--- src/rtl/serial_pkg.sv ---
// Shared definitions for the serial deserializer family: comma constants,
// alignment state encoding and a width helper.
package serial_pkg;

   localparam logic [7:0] K28_5 = 8'hBC;

   typedef enum logic {
      ST_SEARCH = 1'b0,
      ST_LOCKED = 1'b1
   } sync_state_t;

   function automatic int clog2(input int value);
      int result;
      int rem;
      result = 0;
      rem    = value - 1;
      while (rem > 0) begin
         result = result + 1;
         rem    = rem >> 1;
      end
      return result;
   endfunction

endpackage

--- src/rtl/serial_parallel_sync_comma_detector.sv ---
// Combinational comma matcher for one candidate word; shared with the
// multi-lane aligners.
module comma_detector #(
   parameter int               WIDTH = 8,
   parameter logic [WIDTH-1:0] COMMA = '0
) (
   input  logic [WIDTH-1:0] candidate,
   output logic             match
);

   assign match = (candidate == COMMA);

endmodule

--- src/rtl/serial_parallel_sync.sv ---
// Serial-to-parallel deserializer that aligns word boundaries to a comma
// pattern, strobes each completed word and drops lock after a comma drought.
module serial_parallel_sync
   import serial_pkg::*;
#(
   parameter int               WIDTH         = 8,
   parameter logic [WIDTH-1:0] COMMA         = WIDTH'(K28_5),
   parameter bit               MSB_FIRST     = 1'b1,
   parameter int               TIMEOUT_WORDS = 16
) (
   input  logic             CLK,
   input  logic             RESET,
   input  logic             DATA_IN,
   input  logic             BIT_VALID,
   output logic [WIDTH-1:0] DATA_OUT,
   output logic             DATA_VALID,
   output logic             IS_COMMA,
   output logic             LOCKED,
   output logic             SYNC_LOSS
);

   localparam int BIT_W = clog2(WIDTH);
   localparam int WC_W  = (TIMEOUT_WORDS > 0) ? clog2(TIMEOUT_WORDS + 1) : 1;
   localparam logic [BIT_W-1:0] BIT_LAST = BIT_W'(WIDTH - 1);
   localparam logic [WC_W-1:0]  WC_LAST  = (TIMEOUT_WORDS > 0) ? WC_W'(TIMEOUT_WORDS - 1) : '0;

   sync_state_t      state, state_nxt;
   logic [WIDTH-1:0] sr, sr_nxt, w_next, data_out_nxt;
   logic [BIT_W-1:0] bit_cnt, bit_cnt_nxt;
   logic [WC_W-1:0]  word_cnt, word_cnt_nxt;
   logic             data_valid_nxt, is_comma_nxt, locked_nxt, sync_loss_nxt;
   logic             comma_match;

   generate
      if (MSB_FIRST) begin : g_msb_first
         assign w_next = {sr[WIDTH-2:0], DATA_IN};
      end else begin : g_lsb_first
         assign w_next = {DATA_IN, sr[WIDTH-1:1]};
      end
   endgenerate

   comma_detector #(
      .WIDTH (WIDTH),
      .COMMA (COMMA)
   ) u_comma_detector (
      .candidate (w_next),
      .match     (comma_match)
   );

   always_ff @(posedge CLK) begin
      if (RESET) begin
         state      <= ST_SEARCH;
         sr         <= '0;
         bit_cnt    <= '0;
         word_cnt   <= '0;
         DATA_OUT   <= '0;
         DATA_VALID <= 1'b0;
         IS_COMMA   <= 1'b0;
         LOCKED     <= 1'b0;
         SYNC_LOSS  <= 1'b0;
      end else begin
         state      <= state_nxt;
         sr         <= sr_nxt;
         bit_cnt    <= bit_cnt_nxt;
         word_cnt   <= word_cnt_nxt;
         DATA_OUT   <= data_out_nxt;
         DATA_VALID <= data_valid_nxt;
         IS_COMMA   <= is_comma_nxt;
         LOCKED     <= locked_nxt;
         SYNC_LOSS  <= sync_loss_nxt;
      end
   end

   // Only aligned words are compared while locked, so a stray comma mid-word never realigns.
   always_comb begin
      state_nxt      = state;
      sr_nxt         = sr;
      bit_cnt_nxt    = bit_cnt;
      word_cnt_nxt   = word_cnt;
      data_out_nxt   = DATA_OUT;
      data_valid_nxt = 1'b0;
      is_comma_nxt   = 1'b0;
      locked_nxt     = LOCKED;
      sync_loss_nxt  = 1'b0;
      if (BIT_VALID) begin
         sr_nxt = w_next;
         case (state)
            ST_SEARCH: begin
               if (comma_match) begin
                  data_out_nxt   = COMMA;
                  data_valid_nxt = 1'b1;
                  is_comma_nxt   = 1'b1;
                  locked_nxt     = 1'b1;
                  bit_cnt_nxt    = '0;
                  word_cnt_nxt   = '0;
                  state_nxt      = ST_LOCKED;
               end
            end
            ST_LOCKED: begin
               if (bit_cnt == BIT_LAST) begin
                  data_out_nxt   = w_next;
                  data_valid_nxt = 1'b1;
                  is_comma_nxt   = comma_match;
                  bit_cnt_nxt    = '0;
                  if (comma_match) begin
                     word_cnt_nxt = '0;
                  end else if (TIMEOUT_WORDS > 0 && word_cnt == WC_LAST) begin
                     sync_loss_nxt = 1'b1;
                     locked_nxt    = 1'b0;
                     word_cnt_nxt  = '0;
                     state_nxt     = ST_SEARCH;
                  end else if (word_cnt != '1) begin
                     word_cnt_nxt = word_cnt + 1'b1;
                  end
               end else begin
                  bit_cnt_nxt = bit_cnt + 1'b1;
               end
            end
            default: state_nxt = ST_SEARCH;
         endcase
      end
   end

endmodule

--- config.mk ---
export PLATFORM = sky130hd
export DESIGN_NAME = serial_parallel_sync
export DESIGN_NICKNAME = d
export VERILOG_FILES = /design/src/rtl/serial_pkg.sv /design/src/rtl/serial_parallel_sync_comma_detector.sv /design/src/rtl/serial_parallel_sync.sv
export SDC_FILE = /design/constraint.sdc
export NUM_CORES = 1
export LEC_CHECK = 0
export CELL_PAD_IN_SITES_DETAIL_PLACEMENT = 2
export CELL_PAD_IN_SITES_GLOBAL_PLACEMENT = 2
export CORE_ASPECT_RATIO = 2
export CORE_MARGIN = 8
export CORE_UTILIZATION = 29
export DETAILED_ROUTE_END_ITERATION = 16
export PLACE_DENSITY = 0.8
export SLEW_MARGIN = 20
export SYNTH_ARGS = -nofsm -noshare
export SYNTH_HDL_FRONTEND = slang
export SYNTH_HIERARCHICAL = 1
export SYNTH_SLANG_ARGS = --single-unit
--- constraint.sdc ---
create_clock -name CLK -period 1.9 [get_ports CLK]
set_clock_uncertainty 0.2 [all_clocks]
set_input_delay 0.475 -clock CLK [delete_from_list [all_inputs] [get_ports CLK]]
set_output_delay 0.475 -clock CLK [all_outputs]
set_load 0.05 [all_outputs]
==> results of run 1 <==
flip-flops by register name, indices dropped and copies added (netlist names):
signal,count
sr,7
DATA_OUT,8
bit_cnt,3
state,1
LOCKED,1
SYNC_LOSS,1
DATA_VALID,1
word_cnt,5
IS_COMMA,1
tightest hold or removal path, cell delays in order (launching register included):
cell and delay, ns:
dfxtp_1 0.35, nand2_1 0.06, a21oi_1 0.06
synth_stat cells (all sizes together):
library cell / number
o32ai: 1
nand2b: 1
nand4b: 3
o21ai: 3
o311ai: 1
a21oi: 4
a32oi: 3
or4: 1
a31oi: 1
nor4: 1
ha: 3
nor3: 7
nand2: 9
a22oi: 4
nor2: 29
and3b: 1
inv: 2
o211ai: 1
or2: 1
mux2i: 7
and3: 1
and2b: 1
mux2: 1
buf: 3
nand3: 3
clkbuf: 3
dfxtp: 28
or3: 1
and2: 1
layout make-up:
type / count / area [µm²]
tap: 51 / 63.81
clock inverter: 1 / 30.03
clock buffer: 3 / 41.29
multi-input combinational: 89 / 606.8
sequential: 28 / 565.5
fill: 412 / 2098
inverter: 2 / 7.507
timing repair buffer: 34 / 390.4
timing repair:
item	4_1_cts	5_1_grt
endpoints found under the setup margin	19	15
setup buffers	1	1
gates resized for setup	9	13
pin swaps	3	1
per-layer routing:
metal,share of wire,vias up
met2,0.62,13
met4,0.023,0
met5,0,-
met3,0.013,8
li1,-,502
met1,0.34,543
kinds of logic (layout without fill, tap and decap cells):
logic type / Yosys count / in the layout / share of synthesized area
flip-flops: 28 / 28 / 0.4923
buffers and inverters: 8 / 40 / 0.03406
AND/OR/NAND/NOR: 60 / 60 / 0.2517
AO/OA/AOI/OAI: 18 / 18 / 0.1143
adder cells (fa/ha/maj): 3 / 3 / 0.03297
multiplexers: 8 / 8 / 0.07472
metrics by stage:
stage                     cell area [µm²]  worst slack, ns  hold slack, ns
after global routing                 1705         -0.03897          0.3461
after detailed placement             1553          -0.4823          0.2958
after floorplan                      1147          -0.1007          0.2491
after global placement               1553          -0.3971          0.2694
after CTS                            1667         -0.04329          0.3091
final                                1705        -0.001174          0.3099
power by group through the flow:
stage / registers, mW / logic, mW / clock network [mW]
after global routing: 0.592 / 0.0539 / 0.511
after global placement: 0.605 / 0.0473 / 0
after detailed placement: 0.606 / 0.0498 / 0
final: 0.592 / 0.0510 / 0.469
after CTS: 0.592 / 0.0501 / 0.485
after floorplan: 0.605 / 0.0211 / 0
worst min-delay path by stage:
stage	startpoint	end	slack [ns]	cells after the start
2_1_floorplan	word_cnt[1]$_SDFFE_PP0P_	word_cnt[1]$_SDFFE_PP0P_	0.25	2
3_3_place_gp	bit_cnt[1]$_SDFFE_PP0P_	bit_cnt[1]$_SDFFE_PP0P_	0.27	2
3_5_place_dp	word_cnt[0]$_SDFFE_PP0P_	word_cnt[0]$_SDFFE_PP0P_	0.30	2
4_1_cts	word_cnt[0]$_SDFFE_PP0P_	word_cnt[0]$_SDFFE_PP0P_	0.31	2
5_1_grt	word_cnt[0]$_SDFFE_PP0P_	word_cnt[0]$_SDFFE_PP0P_	0.35	2
6_report	word_cnt[0]$_SDFFE_PP0P_	word_cnt[0]$_SDFFE_PP0P_	0.31	2
==> results.sh, run 1 <==
export IMPL_status="finished with violations"
export IMPL_failed_checks="negative setup slack"
export IMPL_cts_root_buffer="clkbuf_8"
export IMPL_cellPowerDensity_mw_per_mm2=652.2
export IMPL_drc=0
export IMPL_grt_setup_unrepaired="yes"
export IMPL_ir_drop_mv=0.6099
export IMPL_antenna_found_initial=0
export IMPL_path_delay_family="simple AND/OR/NAND/NOR gates"
export IMPL_fin_crit_ns=1.901
export IMPL_grt_max_degree=30
export IMPL_synth_area_leaders="dfxtp_1, nor2_1, mux2i_1"
export IMPL_overflow=0
export IMPL_start_util=0.2993
export IMPL_crit_type="reg2reg"
export IMPL_grt_use_total=0.1236
export IMPL_worst_slack_ns=-0.001174
export IMPL_syn_area_per_cell_um2=9.109
export IMPL_synth_top_area_frac=0.4923
export IMPL_r2r_cells=7
export IMPL_fp_dieW_um=60.31
export IMPL_viasPerCell=5.125
export IMPL_final_cells=208
export IMPL_clk_latency_ns=0.27
export IMPL_setup_viol=1
export IMPL_synth_cells=125
export IMPL_max_clock_freq_mhz=526.0
export IMPL_crit_cells=7
export IMPL_cp_start_kind="flip-flop"
export IMPL_use_met2=0.2362
export IMPL_seqPwrFrac=0.532
export IMPL_hpwl_um=2808
export IMPL_met3_usage=0.01843
export IMPL_cp_endpoint="LOCKED$_SDFFE_PP0P_"
export IMPL_ctsHtreeMaxLevel=1
export IMPL_synth_cell_types=32
export IMPL_ys_ff_latch=28
export IMPL_area_growth_pct=49.78
export IMPL_portBuffers=15
export IMPL_power_frac_comb=0.046
export IMPL_layout_drive_gt1_share=0.3503
export IMPL_r2r_slack_ns=-0.001
export IMPL_max_stage_delay_ns=0.52
export IMPL_crit_path_end_kind="flip-flop"
export IMPL_p_clk_frac=0.422
export IMPL_rr_endpoint="LOCKED$_SDFFE_PP0P_"
export IMPL_final_common_cell="nor2_1"
export IMPL_crit_fanout=6
export IMPL_fin_crit_sh=1.001
export IMPL_p_int_mw=0.8948
export IMPL_max_slew_margin=0.7042
export IMPL_routabilityCongestion=0.7546
export IMPL_ant_nets=0
export IMPL_power_mw=1.112
export IMPL_num_antenna_cells=0
export IMPL_hold_buffers=0
export IMPL_r2r_start="sr[5]$_SDFFE_PP0P_"
export IMPL_cp_buffers_inverters=2
export IMPL_cts_tree="built"
export IMPL_crit_arrival_ns=1.88
export IMPL_hold_viol_final=0
export IMPL_fin_nets=165
export IMPL_path_cells="nand4b_1 > nor4_4 > buf_4 > buf_6 > or4_4 > o21ai_2 > a21oi_2"
export IMPL_die_area_mm2=0.006309
export IMPL_placedCellCount=202
export IMPL_finish_utilization=0.4484
export IMPL_io_pins=16
export IMPL_switching_share=0.1954
export IMPL_wl_um=3812
export IMPL_fp_row_count=32
export IMPL_worstHoldPathType="reg2reg"
export IMPL_grt_pass1_wl_um=5927
export IMPL_cts_buffers=3
export IMPL_drtIter0Drc=21
export IMPL_yosysWarnings=6
export IMPL_wl_per_cell_um=18.33
export IMPL_grt_busiest_layer="met2"
export IMPL_drtPass1Iterations=3
export IMPL_synth_top_area_cell="dfxtp_1"
export IMPL_die_h_um=104.6
export IMPL_tightest_slew_ns=0.4391
export IMPL_num_vias=1066
export IMPL_crit_required_ns=1.88
export IMPL_cp_startpoint="sr[5]$_SDFFE_PP0P_"
export IMPL_ys_seq_area_frac=0.4923
export IMPL_leakagePower_nw=0.6717
export IMPL_synth_nets=132
export IMPL_power_switching_mw=0.2174
export IMPL_finalSetupTns_ns=-0.001174
export IMPL_use_met1=0.1106
export IMPL_core_area_mm2=0.003804
export IMPL_slew_violations=0
export IMPL_first_global_vias=1207
export IMPL_synth_area_mm2=0.001139
export IMPL_clkSinkCount=28
export IMPL_drv_cap=0
export IMPL_final_cell_mix="nor2_1, dfxtp_1, buf_4"
export IMPL_cpMaxStageDelayCell="or4_4"
export IMPL_clockBufferDepth=2
export IMPL_clkTransAtPathRegs_ns=0.10
Note: power is estimated with default switching activity, not from simulation.
==> run 2, diff against run 1 <==
--- a/config.mk
+++ b/config.mk
@@ -11,9 +11,9 @@
 export CORE_MARGIN = 8
 export CORE_UTILIZATION = 29
 export DETAILED_ROUTE_END_ITERATION = 16
-export PLACE_DENSITY = 0.8
+export PLACE_DENSITY = 0.79
 export SLEW_MARGIN = 20
 export SYNTH_ARGS = -nofsm -noshare
 export SYNTH_HDL_FRONTEND = slang
-export SYNTH_HIERARCHICAL = 1
 export SYNTH_SLANG_ARGS = --single-unit
+export TNS_END_PERCENT = 100
==> run 2 against run 1 <==
  * The flow now finishes without violations
  * Sequential power is essentially flat
  * Fmax grew 2.4%
  * Power grew 1.0%
  * Clock power grew 3%
  * Sequential share of layout area grew 0.57 points
  * Wire length shrank 3.9%
  * Register-to-register slack gained 0.04 ns
  * Area after synthesis grew 3.6%
  * First-iteration DRC count shrank 24%
  * Hold slack lost 0.012 ns
  * Critical endpoint is now DATA_VALID$_SDFF_PP0_
  * Largest cell class unchanged
==> results.sh, run 2 <==
export IMPL_fillers=439
export IMPL_fin_crit_ns=1.857
export IMPL_start_util=0.2946
export IMPL_yosysMostFrequentCell="dfxtp_1"
export IMPL_fin_nets=163
export IMPL_clk_latency_ns=0.28
export IMPL_crit_fanout=3
export IMPL_finish_utilization=0.4177
export IMPL_layout_drive_gt1_share=0.3097
export IMPL_regMostFlops="DATA_OUT"
export IMPL_io_pins=16
export IMPL_grt_setup_unrepaired="yes"
export IMPL_cp_common_cell="buf_4"
export IMPL_synth_cell_types=31
export IMPL_max_clock_freq_mhz=538.5
export IMPL_tightest_slew_ns=0.4072
export IMPL_crit_required_ns=1.92
export IMPL_synth_nets=135
export IMPL_cp_start_kind="flip-flop"
export IMPL_clkSinkCount=28
export IMPL_clkTransAtPathRegs_ns=0.10
export IMPL_slew_violations=0
export IMPL_clockBufferDepth=2
export IMPL_wl_per_cell_um=17.71
export IMPL_die_area_mm2=0.006489
export IMPL_setup_viol=0
export IMPL_overflow=0
export IMPL_viasPerCell=5.043
export IMPL_crit_path_end_kind="flip-flop"
export IMPL_top_regs="DATA_OUT x8, sr x7, word_cnt x5"
export IMPL_grt_max_degree=18
export IMPL_yosysWarnings=0
export IMPL_drc=0
export IMPL_path_cells="or4b_4 > nor4b_4 > buf_4 > buf_4 > inv_1 > a21oi_1"
export IMPL_fp_dieW_um=61.10
export IMPL_max_stage_delay_ns=0.54
export IMPL_final_cell_mix="dfxtp_1, buf_4, nor2_1"
export IMPL_cpMaxStageDelayCell="or4b_4"
export IMPL_placed_cell_area_mm2=0.001543
export IMPL_worstHoldPathType="reg2reg"
export IMPL_ctsHtreeMaxLevel=1
export IMPL_hold_buffers=0
export IMPL_final_common_cell="dfxtp_1"
export IMPL_portBuffers=15
export IMPL_design_area_mm2=0.001673
export IMPL_drv_cap=0
export IMPL_syn_area_per_cell_um2=9.218
export IMPL_grt_pass1_wl_um=6141
export IMPL_num_vias=1044
export IMPL_hpwl_um=2763
export IMPL_cts_tree="built"
export IMPL_core_area_mm2=0.004005
export IMPL_fp_row_count=33
export IMPL_num_antenna_cells=0
export IMPL_max_slew_margin=0.7281
export IMPL_fin_hold_ws_ns=0.2974
export IMPL_hold_viol_final=0
export IMPL_crit_type="reg2reg"
export IMPL_crit_arrival_ns=1.88
export IMPL_leakagePower_nw=0.6640
export IMPL_synth_top_cells_by_count="dfxtp_1, nor3_1, nor2_1, mux2i_1, inv_1"
export IMPL_ys_ff_latch=28
export IMPL_synth_edff_count=0
export IMPL_ys_async_sr_fraction=0
export IMPL_ir_drop_mv=0.3780
export IMPL_cts_buffers=3
export IMPL_drtPass1Iterations=4
export IMPL_ys_seq_area_frac=0.4751
export IMPL_synth_top_area_cell="dfxtp_1"
export IMPL_wl_um=3665
export IMPL_drtIter0Drc=16
export IMPL_fin_crit_sh=0.9773
export IMPL_routabilityCongestion=0.7600
export IMPL_die_h_um=106.2
export IMPL_synth_area_leaders="dfxtp_1, mux2i_1, nor3_1"
export IMPL_cellPowerDensity_mw_per_mm2=671.7
export IMPL_antenna_found_initial=0
export IMPL_area_growth_pct=41.78
export IMPL_status="complete, no violations"
export IMPL_largest_register_ff_count=8
export IMPL_synth_area_mm2=0.001180
export IMPL_first_global_vias=1252
export IMPL_cts_root_buffer="clkbuf_8"
export IMPL_synth_cells=128
export IMPL_grt_use_total=0.1226
export IMPL_synth_top_area_frac=0.4751
export IMPL_synth_flop_cell="dfxtp_1"
export IMPL_ant_nets=0
[run 2: cell count changes after synthesis, moves of 4 or more]
| cell | previous run | this run |
|---|---|---|
| a22oi_1 | 4 | 0 |
| nor2_1 | 29 | 15 |
| nor3_1 | 7 | 16 |
| inv_1 | 2 | 7 |
[run 2: per-stage QoR]
stage | cells | setup TNS (ns) | total power [mW] | setup slack, ns
floorplan | 128 | 0 | 0.6290 | 0.008396
global placement | 200 | -8.105 | 0.6528 | -0.4580
detailed placement | 200 | -9.904 | 0.6557 | -0.6559
CTS | 207 | -0.002392 | 1.134 | -0.002392
global route | 207 | -0.0006537 | 1.156 | -0.0006537
finish | 207 | 0 | 1.124 | 0.04315
[run 2: report_power, final]
| group | internal (mW) | switching [mW] | total, mW |
|---|---|---|---|
| Sequential | 0.589 | 0.00314 | 0.592 |
| Clock | 0.282 | 0.199 | 0.482 |
| Combinational | 0.0226 | 0.0270 | 0.0495 |
[run 2: layout make-up]
cell class / count / area, µm² / share of cell area
flip-flops and latches: 28 / 564.3 / 0.3373
multi-input cells: 85 / 594.3 / 0.3553
clock inverters: 1 / 30.03 / 0.01795
repair buffers: 31 / 351.6 / 0.2102
well taps: 52 / 65.06 / 0.03889
clock buffers: 3 / 41.29 / 0.02468
inverters: 7 / 26.28 / 0.01571
[run 2: repair_timing]
| action | in CTS | in global routing |
|---|---|---|
| setup endpoints to repair | 20 | 11 |
| setup buffers | 3 | 0 |
| pin swaps | 6 | 4 |
| resized for setup | 12 | 4 |
[run 2: cell families after synthesis]
| group | Yosys count | synth area share |
|---|---|---|
| AO/OA/AOI/OAI | 16 | 0.09226 |
| adder cells (fa/ha/maj) | 3 | 0.03182 |
| flip-flops | 28 | 0.4751 |
| XOR/XNOR | 1 | 0.007424 |
| AND/OR/NAND/NOR | 55 | 0.2566 |
| buffers and inverters | 15 | 0.05196 |
| multiplexers | 10 | 0.08484 |
[run 2: final timing paths]
check                                 end  slack (ns)  depth (start not counted)               startpoint
hold reg to reg   bit_cnt[1]$_SDFFE_PP0P_        0.30                          2  bit_cnt[1]$_SDFFE_PP0P_
setup / recovery    DATA_VALID$_SDFF_PP0_        0.04                          6       sr[5]$_SDFFE_PP0P_
setup reg to reg    DATA_VALID$_SDFF_PP0_        0.04                          6       sr[5]$_SDFFE_PP0P_
hold / removal    bit_cnt[1]$_SDFFE_PP0P_        0.30                          2  bit_cnt[1]$_SDFFE_PP0P_
[run 2: critical path: cells and delay by family (launching register included)]
family,cells,cell delay [ns]
buffers and inverters,3,0.33
AOI/OAI and AO/OA,1,0.11
and+or+nand+nor,2,0.82
DFF,1,0.34
[run 2: routing by layer]
layer  global-route usage  vias to the layer above  wire length, µm
met5                    0                        -                0
met4              0.03529                        0               36
met3              0.01572                        4              112
met2               0.2297                       18             2078
met1               0.1311                      522             1439
li1                     -                      500                -
==> run 3, diff against run 2 <==
--- a/config.mk
+++ b/config.mk
@@ -5,13 +5,14 @@
 export SDC_FILE = /design/constraint.sdc
 export NUM_CORES = 1
 export LEC_CHECK = 0
+export ABC_AREA = 1
 export CELL_PAD_IN_SITES_DETAIL_PLACEMENT = 2
 export CELL_PAD_IN_SITES_GLOBAL_PLACEMENT = 2
 export CORE_ASPECT_RATIO = 2
 export CORE_MARGIN = 8
-export CORE_UTILIZATION = 29
+export CORE_UTILIZATION = 27
 export DETAILED_ROUTE_END_ITERATION = 16
-export PLACE_DENSITY = 0.79
+export PLACE_DENSITY = 0.8
 export SLEW_MARGIN = 20
 export SYNTH_ARGS = -nofsm -noshare
 export SYNTH_HDL_FRONTEND = slang
==> run 3 against run 2 <==
  * Wire length fell by 5.0%
  * Critical path depth rose by 5
  * Sequential power rose by 2%
  * Power fell by 6.8%
  * Register-to-register slack improved by 0.18 ns
  * Fmax rose by 6.0%
  * Die area rose by 10%
  * Core utilization fell by 4.6 points
  * Combinational power rose by 30%
==> results.sh, run 3 <==
export IMPL_status="complete, no violations"
export IMPL_path_cells="clkdlybuf4s50_1 > inv_1 > nand2_1 > nor2_4 > nand2_2 > o21ai_2 > nand2_2 > inv_2 > nand2_1 > nand2_1 > nor2_1"
export IMPL_drv_cap=0
export IMPL_routabilityCongestion=0.7845
export IMPL_io_pins=16
export IMPL_regMostFlops="DATA_OUT"
export IMPL_clkSinkCount=28
export IMPL_layout_drive_gt1_share=0.2176
export IMPL_cp_common_cell="nand2_1"
export IMPL_finalSetupTns_ns=0
export IMPL_grt_max_degree=16
export IMPL_viasPerCell=4.774
export IMPL_synth_area_leaders="dfxtp_1, nand2_1, nor2_1"
export IMPL_synth_flop_cell="dfxtp_1"
export IMPL_worstHoldPathType="reg2reg"
export IMPL_synth_cell_types=23
export IMPL_yosysWarnings=0
export IMPL_placed_cell_area_mm2=0.001610
export IMPL_synth_edff_count=0
export IMPL_crit_fanout=6
export IMPL_synth_top_cells_by_count="nand2_1, dfxtp_1, nor2_1, inv_1, a21oi_1"
export IMPL_cts_root_buffer="clkbuf_8"
export IMPL_fp_row_count=35
export IMPL_fin_hold_ws_ns=0.2916
export IMPL_yosysMostFrequentCell="nand2_1"
export IMPL_cellPowerDensity_mw_per_mm2=624.6
export IMPL_slew_violations=0
export IMPL_fin_crit_sh=0.9216
export IMPL_max_stage_delay_ns=0.43
export IMPL_r2r_cells=8
export IMPL_crit_arrival_ns=1.74
export IMPL_final_common_cell="nand2_1"
export IMPL_muxShareOfSynthArea=0
export IMPL_area_growth_pct=35.49
export IMPL_ys_seq_area_frac=0.4530
export IMPL_wl_um=3480
export IMPL_grt_use_total=0.1067
export IMPL_ant_nets=0
export IMPL_hold_path_depth=2
export IMPL_largest_register_ff_count=8
export IMPL_ys_ff_latch=28
export IMPL_r2r_start="word_cnt[1]$_SDFFE_PP0P_"
export IMPL_synth_nets=176
export IMPL_synth_cells=169
export IMPL_synth_top_family_by_area="simple AND/OR/NAND/NOR gates"
export IMPL_cts_buffers=3
export IMPL_final_cells=248
export IMPL_place_ws_ns=-0.1782
export IMPL_clk_latency_ns=0.27
export IMPL_cp_start_kind="primary input"
export IMPL_synthAdderAreaFrac=0.03033
export IMPL_core_area_mm2=0.004511
export IMPL_synth_simple_gate_area_frac=0.2942
export IMPL_ctsHtreeMaxLevel=1
export IMPL_cts_tree="built"
export IMPL_max_slew_margin=0.8195
export IMPL_cts_setup_buffers=0
export IMPL_grt_setup_unrepaired="no"
export IMPL_ys_async_sr_fraction=0
export IMPL_crit_required_ns=1.88
export IMPL_synth_compound_area_frac=0.1375
export IMPL_leakagePower_nw=0.6743
export IMPL_r2r_slack_ns=0.22
export IMPL_die_area_mm2=0.007137
export IMPL_num_vias=1184
export IMPL_fin_crit_ns=1.751
export IMPL_top_regs="DATA_OUT x8, sr x7, word_cnt x5"
export IMPL_cpMaxStageDelayCell="clkdlybuf4s50_1"
export IMPL_grt_pass1_wl_um=6348
export IMPL_clockBufferDepth=2
export IMPL_drtPass1Iterations=2
export IMPL_wl_per_cell_um=14.03
export IMPL_setup_viol=0
export IMPL_worst_slack_ns=0.1490
export IMPL_start_util=0.2743
export IMPL_hold_viol_final=0
export IMPL_num_antenna_cells=0
export IMPL_antenna_found_initial=0
export IMPL_fp_dieW_um=63.87
export IMPL_syn_area_per_cell_um2=7.322
export IMPL_clkTransAtPathRegs_ns=0.10
export IMPL_final_cell_mix="nand2_1, dfxtp_1, nor2_1"
export IMPL_synth_top_area_frac=0.4530
export IMPL_die_h_um=111.7
export IMPL_synth_area_mm2=0.001237
export IMPL_crit_path_end_kind="flip-flop"
export IMPL_design_area_mm2=0.001677
export IMPL_fin_nets=201
export IMPL_placedCellCount=244
export IMPL_synth_top_area_cell="dfxtp_1"
export IMPL_max_clock_freq_mhz=571.1
export IMPL_overflow=0
export IMPL_hpwl_um=2753
export IMPL_cp_startpoint="DATA_IN"
export IMPL_first_global_vias=1406
export IMPL_crit_type="in2reg"
export IMPL_tightest_slew_ns=0.2697
export IMPL_fillers=527
export IMPL_ir_drop_mv=0.2867
export IMPL_synthXorXnorAreaFrac=0.007078
export IMPL_drc=0
export IMPL_drtIter0Drc=15
export IMPL_hp_start="word_cnt[4]$_SDFFE_PP0P_"
export IMPL_portBuffers=15
## run 3: area by class of cell
type                       count  area, µm²  share of cell area
inverter                      22      82.58             0.04925
timing repair buffer          23      317.8              0.1896
multi-input combinational    116      590.6              0.3522
tap                           55      68.82             0.04104
sequential                    28      561.8              0.3351
clock buffer                   4      55.05             0.03284
## run 3: cells by family after synthesis
logic type,count (synthesis)
xor+xnor,1
simple gates,81
fa+ha+maj,3
buf+inv,25
compound gates,31
flops,28
## run 3: per-layer routing
layer	routed length, µm	track usage
met1	1423	0.1171
met2	1905	0.1929
met3	101	0.02211
met4	50	0.03598
met5	0	0
## run 3: power breakdown
| group | switching [mW] | internal [mW] | total, mW |
|---|---|---|---|
| registers | 0.0102 | 0.596 | 0.606 |
| logic | 0.0395 | 0.0248 | 0.0644 |
| clock network | 0.191 | 0.186 | 0.377 |
| total | 0.241 | 0.807 | 1.05 |
## run 3: worst paths after layout
check                                           endpoint
worst min-delay path            word_cnt[4]$_SDFFE_PP0P_
worst max-delay path            word_cnt[3]$_SDFFE_PP0P_
worst max register to register        state$_SDFFE_PP0P_
worst min register to register  word_cnt[4]$_SDFFE_PP0P_
## run 3: worst max-delay path: cells and delay by family
family / cells / cell delay (ns)
AND/OR/NAND/NOR: 7 / 0.55
AO/OA/AOI/OAI: 1 / 0.09
buffers and inverters: 3 / 0.63
## run 3: through the flow
| stage | util | total power [mW] |
|---|---|---|
| global route | 0.3717 | 1.092 |
| detailed placement | 0.3570 | 0.6852 |
| global placement | 0.3570 | 0.6804 |
| finish | 0.3717 | 1.047 |
| CTS | 0.3692 | 1.066 |
| floorplan | - | 0.6536 |
## run 3: what timing repair did
| item | 4_1_cts | 5_1_grt |
|---|---|---|
| endpoints found under the setup margin | 0 | 4 |
| hold buffers | 0 | 0 |
| resized for setup | 0 | 4 |
==> edit (config.mk and constraints of run 3) <==
`MSB_FIRST`: 1'b1 -> 1'b0.
--- a/src/rtl/serial_parallel_sync.sv
+++ b/src/rtl/serial_parallel_sync.sv
@@ -5,7 +5,7 @@
 #(
    parameter int               WIDTH         = 8,
    parameter logic [WIDTH-1:0] COMMA         = WIDTH'(K28_5),
-   parameter bit               MSB_FIRST     = 1'b1,
+   parameter bit               MSB_FIRST     = 1'b0,
    parameter int               TIMEOUT_WORDS = 16
 ) (
    input  logic             CLK,
Formal check against the unedited RTL: not equivalent (a bounded check fails within 10 cycles, from zero or initial values and one cycle with RESET high).
==> edit against run 3 <==
Cell area down 3.2%; combinational power up 2%; synthesized area down 1.3%; worst setup slack worse by 0.045 ns; sequential power about the same; routed wire length up 9.5%; power up 11%; critical endpoint unchanged; sequential cell count unchanged.
==> edit: results (changes against run 3) <==
[setup_path]
cp.arrival_ns = 1.78  ; +0.04 ns
r2r_slack_ns = 0.16  ; -0.06 ns
r2r_cells = 9  ; +1
slowest_delay_ns = 0.50  ; +0.07 ns

[yosys]
yosys-top-cells-count = 32 x nor2_1, 30 x nand2_1, 28 x dfxtp_1
yosysSeqAreaShare_pct = 45.90  ; +0.60 points
synth.area.top_cells = dfxtp_1 46%, nor2_1 9.8%, nand2_1 9.2%, nand3_1 4.9%, o21ai_0 4.5%
yosysUniqueCellTypes = 22  ; -4.3%
synth_nets = 175  ; -0.57%
yosys_warnings = 0  ; unchanged

[global_routing]
grt_pass1_wl_um = 6320  ; -0.44%
grt_max_degree = 19  ; +3
grt_use_total_pct = 11.05  ; +0.38 points
antenna_found_initial = 0  ; unchanged
grt_pass1_vias = 1329  ; -5.5%

[final_layout]
n_antenna_cell = 0  ; unchanged
fillers = 522  ; -0.95%
drive_above_1_share_pct = 21.05  ; -0.71 points
final_nets = 198  ; -1.5%

[routing]
drtIter0Drc = 22  ; +7
dr.pass1.iters = 3  ; +1
wl_met3_um = 117  ; +16%
drt-met1-wl_um = 1380  ; -3.0%
post-route-drc-count = 0  ; unchanged
avgViaCountPerCell = 4.668  ; -2.2%
top_layer = met4
wl_met2_um = 2272  ; +19%
wl_um = 3810  ; +9.5%

[clocking]
post-cts-setup-buffers = 0  ; unchanged
cts_max_path_buffers = 2  ; unchanged
cts_buffers = 3  ; unchanged

[run_status]
status = finished, final reports clean

[placed_design]
place_congestion = 0.8254  ; +5.2%
dpl-instance-area_mm2 = 0.001551  ; -3.7%
hpwlAfterDp_um = 3081  ; +12%
place_ws_ns = -0.1917  ; -0.01351 ns

[pwr]
irDropWorstVdd_uv = 354.3  ; +24%
p_leak_nw = 0.7059  ; +4.7%
internal-power_w = 0.0009037  ; +12%

[sta]
fmax_mhz = 556.7  ; -2.5%
max_slew_margin_pct = 65.19  ; -17 points
holdWs_ns = 0.2809  ; -0.01072 ns

[worst_hold_path]
hold-path-cell-count = 2  ; unchanged
hold_path.class = flop to flop

edit: cell count changes after synthesis, sizes merged, moves of 2 or more:
cell	before	now
nor2	29	36
o21ai	15	12
xor2	0	2
nand4	3	1
nand3	10	12
a21oi	16	10
inv	21	18
edit: stage by stage:
step | total power, W | instances
global placement | 0.0006817 | 240
finish | 0.001161 | 244
CTS | 0.001174 | 244
detailed placement | 0.0006871 | 240
floorplan | 0.0006538 | 168
global route | 0.001206 | 244
edit: kinds of logic after synthesis:
group,synth area share [%]
simple gates,30.64
buf+inv,7.581
xor+xnor,1.435
flops,45.90
compound gates,11.37
fa+ha+maj,3.074
edit: final cells by class:
cell class	instances	area (µm²)	area share [%]
Multi-Input combinational cell	117	568.0	35.00
Sequential cell	28	560.5	34.54
Timing Repair Buffer	21	277.8	17.12
Inverter	20	77.57	4.780
Tap cell	54	67.56	4.163
Clock buffer	3	41.29	2.544
Clock inverter	1	30.03	1.850
edit: critical path, delay by kind of cell:
| kind | cells | cell delay, ns |
|---|---|---|
| buf+inv | 2 | 0.60 |
| simple gates | 7 | 0.62 |
| compound gates | 1 | 0.10 |
edit: worst paths after layout:
path	start	to
setup reg to reg	bit_cnt[0]	word_cnt[3]
hold reg to reg	word_cnt[4]	word_cnt[4]
setup / recovery	DATA_IN	word_cnt[3]
hold / removal	word_cnt[4]	word_cnt[4]
edit: per-layer routing:
metal,global-route usage (%),up-vias
li1,-,572
met1,10.30,548
met2,22.21,15
met3,2.429,4
met4,3.298,0
met5,0,-
edit: power groups by stage:
stage               clock network (W)  registers [W]   logic, W
global route                 0.000522       0.000609  0.0000744
global placement                    0       0.000620  0.0000620
finish                       0.000488       0.000607  0.0000657
CTS                          0.000499       0.000607  0.0000675
floorplan                           0       0.000616  0.0000377
detailed placement                  0       0.000621  0.0000664
